===== src/rtl/counter_pkg.sv =====
// Shared types and helpers for the counter/timer utility layer.
package counter_pkg;

   typedef enum logic {
      IDLE = 1'b0,
      RUN  = 1'b1
   } timer_state_t;

   localparam int PRESCALE_DEFAULT = 4;

   // Prescaler register width; a divide-by-2 still needs one flop.
   function automatic int presc_width(input int prescale);
      return (prescale > 2) ? $clog2(prescale) : 1;
   endfunction

   localparam int PRESC_W_DEFAULT = presc_width(PRESCALE_DEFAULT);

endpackage


===== src/rtl/countdown_prescaler.sv =====
// Power-of-two tick divider: passes every PRESCALE-th enabled cycle as a tick.
module countdown_prescaler
   import counter_pkg::*;
#(
   parameter int PRESCALE = PRESCALE_DEFAULT
) (
   input  logic clk,
   input  logic rst_n,
   input  logic clr_i,
   input  logic cnt_en_i,
   output logic tick_o
);

   localparam int W = presc_width(PRESCALE);

   logic [W-1:0] presc_q;
   logic [W-1:0] presc_d;

   always_comb begin
      presc_d = presc_q;
      if (clr_i) begin
         presc_d = '0;
      end else if (cnt_en_i) begin
         presc_d = presc_q + 1'b1;
      end
   end

   always_ff @(posedge clk or negedge rst_n) begin
      if (!rst_n) begin
         presc_q <= '0;
      end else begin
         presc_q <= presc_d;
      end
   end

   assign tick_o = cnt_en_i & (&presc_q);

endmodule


===== src/rtl/countdown_timer.sv =====
// Loadable down-counter with terminal-count pulse and optional auto-reload.
// Define COUNTDOWN_PRESCALE_EN to divide the en tick rate by PRESCALE.
module countdown_timer
   import counter_pkg::*;
#(
   parameter int DATA_WIDTH = 8,
   parameter int STEP       = 1,
   parameter int PRESCALE   = PRESCALE_DEFAULT
) (
   input  logic                  clk,
   input  logic                  rst,
   input  logic                  load,
   input  logic [DATA_WIDTH-1:0] load_val,
   input  logic                  start,
   input  logic                  stop,
   input  logic                  en,
   input  logic                  auto_reload,
   output logic [DATA_WIDTH-1:0] count,
   output logic                  busy,
   output logic                  done
);

   localparam logic [DATA_WIDTH-1:0] STEP_V = DATA_WIDTH'(STEP);

   timer_state_t          state_q, state_d;
   logic [DATA_WIDTH-1:0] count_q, count_d;
   logic [DATA_WIDTH-1:0] reload_q, reload_d;
   logic                  done_q, done_d;
   logic                  run_en;
   logic                  tick;

   assign run_en = (state_q == RUN) & en;

`ifdef COUNTDOWN_PRESCALE_EN
   countdown_prescaler #(
      .PRESCALE (PRESCALE)
   ) u_prescaler (
      .clk      (clk),
      .rst_n    (rst),
      .clr_i    (load | start),
      .cnt_en_i (run_en),
      .tick_o   (tick)
   );
`else
   assign tick = run_en;
`endif

   always_comb begin
      state_d  = state_q;
      count_d  = count_q;
      reload_d = reload_q;
      done_d   = 1'b0;
      if (load) begin
         count_d  = load_val;
         reload_d = load_val;
         state_d  = IDLE;
      end else if (stop) begin
         state_d = IDLE;
      end else if (start && (state_q == IDLE)) begin
         // Starting an expired timer reports completion instead of running.
         if (count_q != '0) begin
            state_d = RUN;
         end else begin
            done_d = 1'b1;
         end
      end else if (tick) begin
         if (count_q <= STEP_V) begin
            done_d = 1'b1;
            if (auto_reload && (reload_q != '0)) begin
               count_d = reload_q;
            end else begin
               count_d = '0;
               state_d = IDLE;
            end
         end else begin
            count_d = count_q - STEP_V;
         end
      end
   end

   always_ff @(posedge clk or negedge rst) begin
      if (!rst) begin
         state_q  <= IDLE;
         count_q  <= '0;
         reload_q <= '0;
         done_q   <= 1'b0;
      end else begin
         state_q  <= state_d;
         count_q  <= count_d;
         reload_q <= reload_d;
         done_q   <= done_d;
      end
   end

   assign count = count_q;
   assign busy  = (state_q == RUN);
   assign done  = done_q;

endmodule


===== config.mk =====
export PLATFORM = sky130hd
export DESIGN_NAME = countdown_timer
export DESIGN_NICKNAME = d
export VERILOG_FILES = /design/src/rtl/counter_pkg.sv /design/src/rtl/countdown_prescaler.sv /design/src/rtl/countdown_timer.sv
export SDC_FILE = /design/constraint.sdc
export NUM_CORES = 1
export LEC_CHECK = 0
export BUFFER_PORTS_ARGS = -buffer_cell sky130_fd_sc_hd__buf_2
export CORE_MARGIN = 2
export CORE_UTILIZATION = 57
export DETAILED_ROUTE_END_ITERATION = 7
export PLACE_DENSITY = 0.91
export REMOVE_ABC_BUFFERS = 1
export SKIP_LAST_GASP = 1
export SLEW_MARGIN = 20
export SYNTH_ARGS = -nofsm -noshare
export SYNTH_HDL_FRONTEND = slang
export SYNTH_SLANG_ARGS = --single-unit

===== constraint.sdc =====
create_clock -name clk -period 5.9 [get_ports clk]
set_clock_uncertainty 0.05 [all_clocks]
set_input_delay 0.59 -clock clk [delete_from_list [all_inputs] [get_ports clk]]
set_output_delay 0.59 -clock clk [all_outputs]
set_load 0.01 [all_outputs]

# Yosys cells after proc, flatten, opt, wreduce, memory -nomap -nowiden
# Index checks and enable logic that the tools add are counted.
[word_totals]
out_inout_bits = 10
regBits = 18
in_bits = 15
wordCells = 40
[op_classes]
eq_ne = 4
muxes = 19
order_cmp = 1
n_addsub = 1
bitwise = 2
n_reduce_logical = 9
[op_table]
columns = ["operator", "count"]
rows = [
  ["8-bit 2-to-1 mux", 6],
  ["8-bit nonzero test", 2],
  ["1-bit 2-to-1 mux", 13],
  ["8-bit by 1-bit <= comparator with 1-bit output (second input constant)", 1],
  ["4-bit nonzero test", 2],
  ["8-bit by 1-bit subtractor with 8-bit output (second input constant)", 1],
  ["2-bit inequality test (second input constant)", 2],
  ["4-bit by 3-bit inequality test with 1-bit output (second input constant)", 1],
  ["4-bit inequality test (second input constant)", 1],
  ["4-bit AND reduction", 1],
  ["3-bit AND reduction", 1],
  ["1-bit logical AND", 2],
  ["2-bit nonzero test", 1],
  ["1-bit bitwise AND", 1],
  ["1-bit NOT", 1],
]

# Logic depth before layout (Yosys ltp)
[logic_depth]
ltp_word = 8
depth_mapped = 8
ltp_nobuf = 6

# Least setup slack after synthesis
# OpenSTA, ideal clock, no wires.
[synth_path]
path_kind = "register -> register"
from = "register count_q[0], in the netlist count[0]"
to = "register count_q[4], in the netlist count[4]"
synth_period_minus_slack_ns = 2.068
path_buffers = 2
setup_time_ns = 0.133
required_ns = 5.717
stages_incl_launch_ff = 9
slack_ns = 3.832
t_arrival_ns = 1.885
path_cell_list = "dfrtp_1 inv_1 ha_1 or2_1 buf_6 and4_1 buf_4 a2111oi_2 nor3_2"
[synth_between]
elab_chain_cells = 6
elab_cells_between_ends = 7
cone_classes = "add/sub: 1; order compare: 1; mux: 5"
[synth_rtl]
columns = ["element", "line_no", "rtl"]
rows = [
  ["start: declaration", "countdown_timer.sv:26", "logic [DATA_WIDTH-1:0] count_q, count_d;"],
  ["start signal: assignment", "countdown_timer.sv:89", "count_q <= count_d;"],
  ["8-bit by 1-bit subtractor with 8-bit output or 8-bit by 1-bit <= comparator with 1-bit output (tied branches)", "countdown_timer.sv:76, countdown_timer.sv:67", ""],
  ["8-bit 2-to-1 mux *", "countdown_timer.sv:67", "if (count_q <= STEP_V) begin"],
  ["8-bit 2-to-1 mux *", "countdown_timer.sv:66", "end else if (tick) begin"],
  ["8-bit 2-to-1 mux *", "countdown_timer.sv:59", "end else if (start && (state_q == IDLE)) begin"],
  ["8-bit 2-to-1 mux *", "countdown_timer.sv:57", "end else if (stop) begin"],
  ["8-bit 2-to-1 mux *", "countdown_timer.sv:53", "if (load) begin"],
]
# Mark *: on every way between the ends. The rest lies on a longest branch, timed or not. The select of a mux whose other input is x is not followed.
# A chain may end at the register's enable or synchronous reset.

# Worst setup path in the final report
[layout_path]
from = "register count_q[0], in the netlist count[0]"
to = "register count_q[5], in the netlist count[5]"
# Same word-level chain as after synthesis.

==> results.sh <==
export IMPL_status="completed"
export IMPL_fin_cells=163
export IMPL_final_layout_size_suffix_gt1_share_pct=24.3
export IMPL_die_area_mm2=0.00233
export IMPL_viasPerCell=6.60
export IMPL_final_nets=156
export IMPL_cts_tree="done"
export IMPL_fillCellCount=158
export IMPL_wl_um=2750
export IMPL_ys_ff_latch=18
export IMPL_io_buffer_count=24
export IMPL_cts_resized=0
export IMPL_ant_nets=0
export IMPL_routabilityCongestion=0.906
export IMPL_num_antenna_cells=0
export IMPL_finalCritPeriodShare_pct=35.7
export IMPL_grt_remaining_overflow=0
export IMPL_synth_edf_count=0
export IMPL_core_area_mm2=0.00190
export IMPL_seq_area_frac_synth_pct=40.3
export IMPL_cap_violations=0
export IMPL_synthCells=115
export IMPL_power_frac_comb_pct=21.6
export IMPL_synth_top_cells_by_area="dfrtp_1, mux2_1, ha_1"
export IMPL_p_seq_share_pct=55.6
export IMPL_drt_iter0_drc=25
export IMPL_critPathMaxFanout=7
export IMPL_antenna_found_initial=0
export IMPL_power_leakage_nw=0.553
export IMPL_htree_num_levels=1
export IMPL_grt_pass1_vias=973
export IMPL_dr_pass1_iters=4
export IMPL_timing_final_hold_violations=0
export IMPL_cts_buffers=3
export IMPL_grt_max_degree=25
export IMPL_grt_setup_unrepaired="no"
export IMPL_grt_pass1_wl_um=4210
export IMPL_power_switching_mw=0.0888
export IMPL_arrival_ns=2.28
export IMPL_cts_root_buf="clkbuf_4"
export IMPL_synthFlopType="dfrtp_1"
export IMPL_clk_pin_slew_worst_paths_ns=0.10
export IMPL_worst_pin_slew_ns=0.607
export IMPL_ir_drop_v=0.000143
export IMPL_finalMaxSlewViolations=0
export IMPL_wire_per_inst_um=16.9
export IMPL_die_h_um=48.3
export IMPL_cp_start_kind="register"
export IMPL_placed_area_mm2=0.00123
export IMPL_mostFrequentLayoutCells="buf_2, dfrtp_1, inv_1"
export IMPL_async_reset_ff_share_pct=100
export IMPL_endpoint_kind="register"
export IMPL_worstPathRequired_ns=6.07
export IMPL_final_cell_area_mm2=0.00125
export IMPL_postSynthAreaPerCell_um2=9.72
export IMPL_fin_crit_ns=2.11
export IMPL_fin_tns_setup_ns=0
export IMPL_postCtsHoldBufs=0
export IMPL_max_freq_mhz=475
export IMPL_r2r_start="count[0]"
export IMPL_grt_usage_pct=26.1
export IMPL_die_w_um=48.3
export IMPL_synthesis_area_mm2=0.00112
export IMPL_critPathKind="register to register"
export IMPL_crit_path_end="count[5]"
export IMPL_swShare_pct=32.6
export IMPL_p_int_mw=0.183
export IMPL_dpl_cell_count=160
export IMPL_areaGrowthSynthToFinish_pct=12.1
export IMPL_clockBufferDepth=2
export IMPL_synth_top_area_share_pct=40.3
export IMPL_r2r_cells=6
export IMPL_num_vias=1075
export IMPL_holdCritPathClass="primary input to async pin"
export IMPL_ioPinCount=25
export IMPL_yosys_area_top_type="dfrtp_1"
export IMPL_clk_latency_ns=0.29
export IMPL_yosys_warnings=0
export IMPL_start_util_pct=58.8
export IMPL_clock_sinks=18
export IMPL_drc=0
export IMPL_startpoint="count[0]"
export IMPL_reg2reg_to="count[5]"
export IMPL_relSlewSlack_pct=59.4
export IMPL_pwr_share_clk_pct=22.7
export IMPL_yosysUniqueCellTypes=44
export IMPL_r2r_setup_slack_ns=3.79
export IMPL_setup_viol=0
export IMPL_cts_setup_buffers=0
export IMPL_num_rows=16
export IMPL_dp_hpwl_um=2030
export IMPL_power_density_mw_per_mm2=217
export IMPL_layout_commonest_cell="buf_2"
power by group through the flow:
stage	combinational, mW	clock, mW	sequential [mW]
global placement	0.0561	0	0.152
CTS	0.0589	0.0612	0.150
global route	0.0662	0.0682	0.153
detailed placement	0.0583	0	0.153
floorplan	0.0323	0	0.152
finish	0.0589	0.0619	0.151
how the worst min path moves through the flow:
stage / endpoint / slack, ns / cells past startpoint
final: count[7] / 0.16 / 1
after global routing: busy / 0.19 / 1
after CTS: count[7] / 0.17 / 1
after detailed placement: reload_q[3] / 0.46 / 1
after global placement: reload_q[3] / 0.45 / 1
after floorplan: busy / 0.24 / 0
critical path: stages (launching register included):
cell,delay (ns)
dfrtp_1,0.45
inv_1,0.11
ha_1,0.25
or2_1,0.32
and3_4,0.24
or4_1,0.47
a31oi_1,0.14
flip-flops by register name (all words and copies together), names as in the netlist:
register and cells:
reload_q 8, busy 1, count 8, done 1
routing by layer:
metal | vias to the layer above | share of wire, % | global-route usage [%]
met1 | 502 | 41 | 33.3
met2 | 82 | 49 | 43.2
met3 | 9 | 8.1 | 4.07
met5 | - | 0 | 0
li1 | 482 | - | -
met4 | 0 | 1.6 | 11.9
cell families (layout without fill, tap and decap cells):
| family | after synthesis | count (layout) | share of synthesized area, % |
|---|---|---|---|
| muxes | 6 | 6 | 5.93 |
| and+or+nand+nor | 37 | 37 | 20.6 |
| DFF | 18 | 18 | 40.3 |
| xor gates and xnor gates | 1 | 1 | 0.784 |
| adders and majority gates | 3 | 3 | 3.36 |
| AOI/OAI and AO/OA | 34 | 34 | 21.9 |
| buffers and inverters | 16 | 37 | 7.06 |
cell usage after synthesis (2+ instances only):
cell and n:
dfrtp_1 18, inv_1 10, nand2_1 7, nor2_1 7
a21oi_1 6, a31oi_1 5, mux2_1 5, nor3_1 4
nor4_1 4, ha_1 3, o21ai_1 3, a2111oi_2 2
a211oi_1 2, a22oi_1 2, buf_6 2, clkbuf_1 2
nand3_1 2, nand4_1 2, o21ai_0 2, o22ai_1 2
or4_1 2
final cells by class:
type	instances	area, um2	area share [%]
clock buffers	3	22.5	1.80
flip-flops and latches	18	450	36.0
repair buffers	24	120	9.59
inverters	10	37.5	3.00
multi-input cells	81	588	47.0
well taps	27	33.8	2.70
through the flow:
| step | worst slack [ns] | total power, mW | utilization, % | hold slack [ns] |
|---|---|---|---|---|
| after floorplan | 3.94 | 0.184 | - | 0.244 |
| after global placement | 3.93 | 0.208 | 64.7 | 0.452 |
| after detailed placement | 3.84 | 0.211 | 64.7 | 0.457 |
| after CTS | 3.82 | 0.271 | 65.9 | 0.175 |
| after global routing | 3.71 | 0.287 | 65.9 | 0.185 |
| final | 3.79 | 0.272 | 65.9 | 0.164 |
No activity file was read; power rests on OpenSTA's default activity.
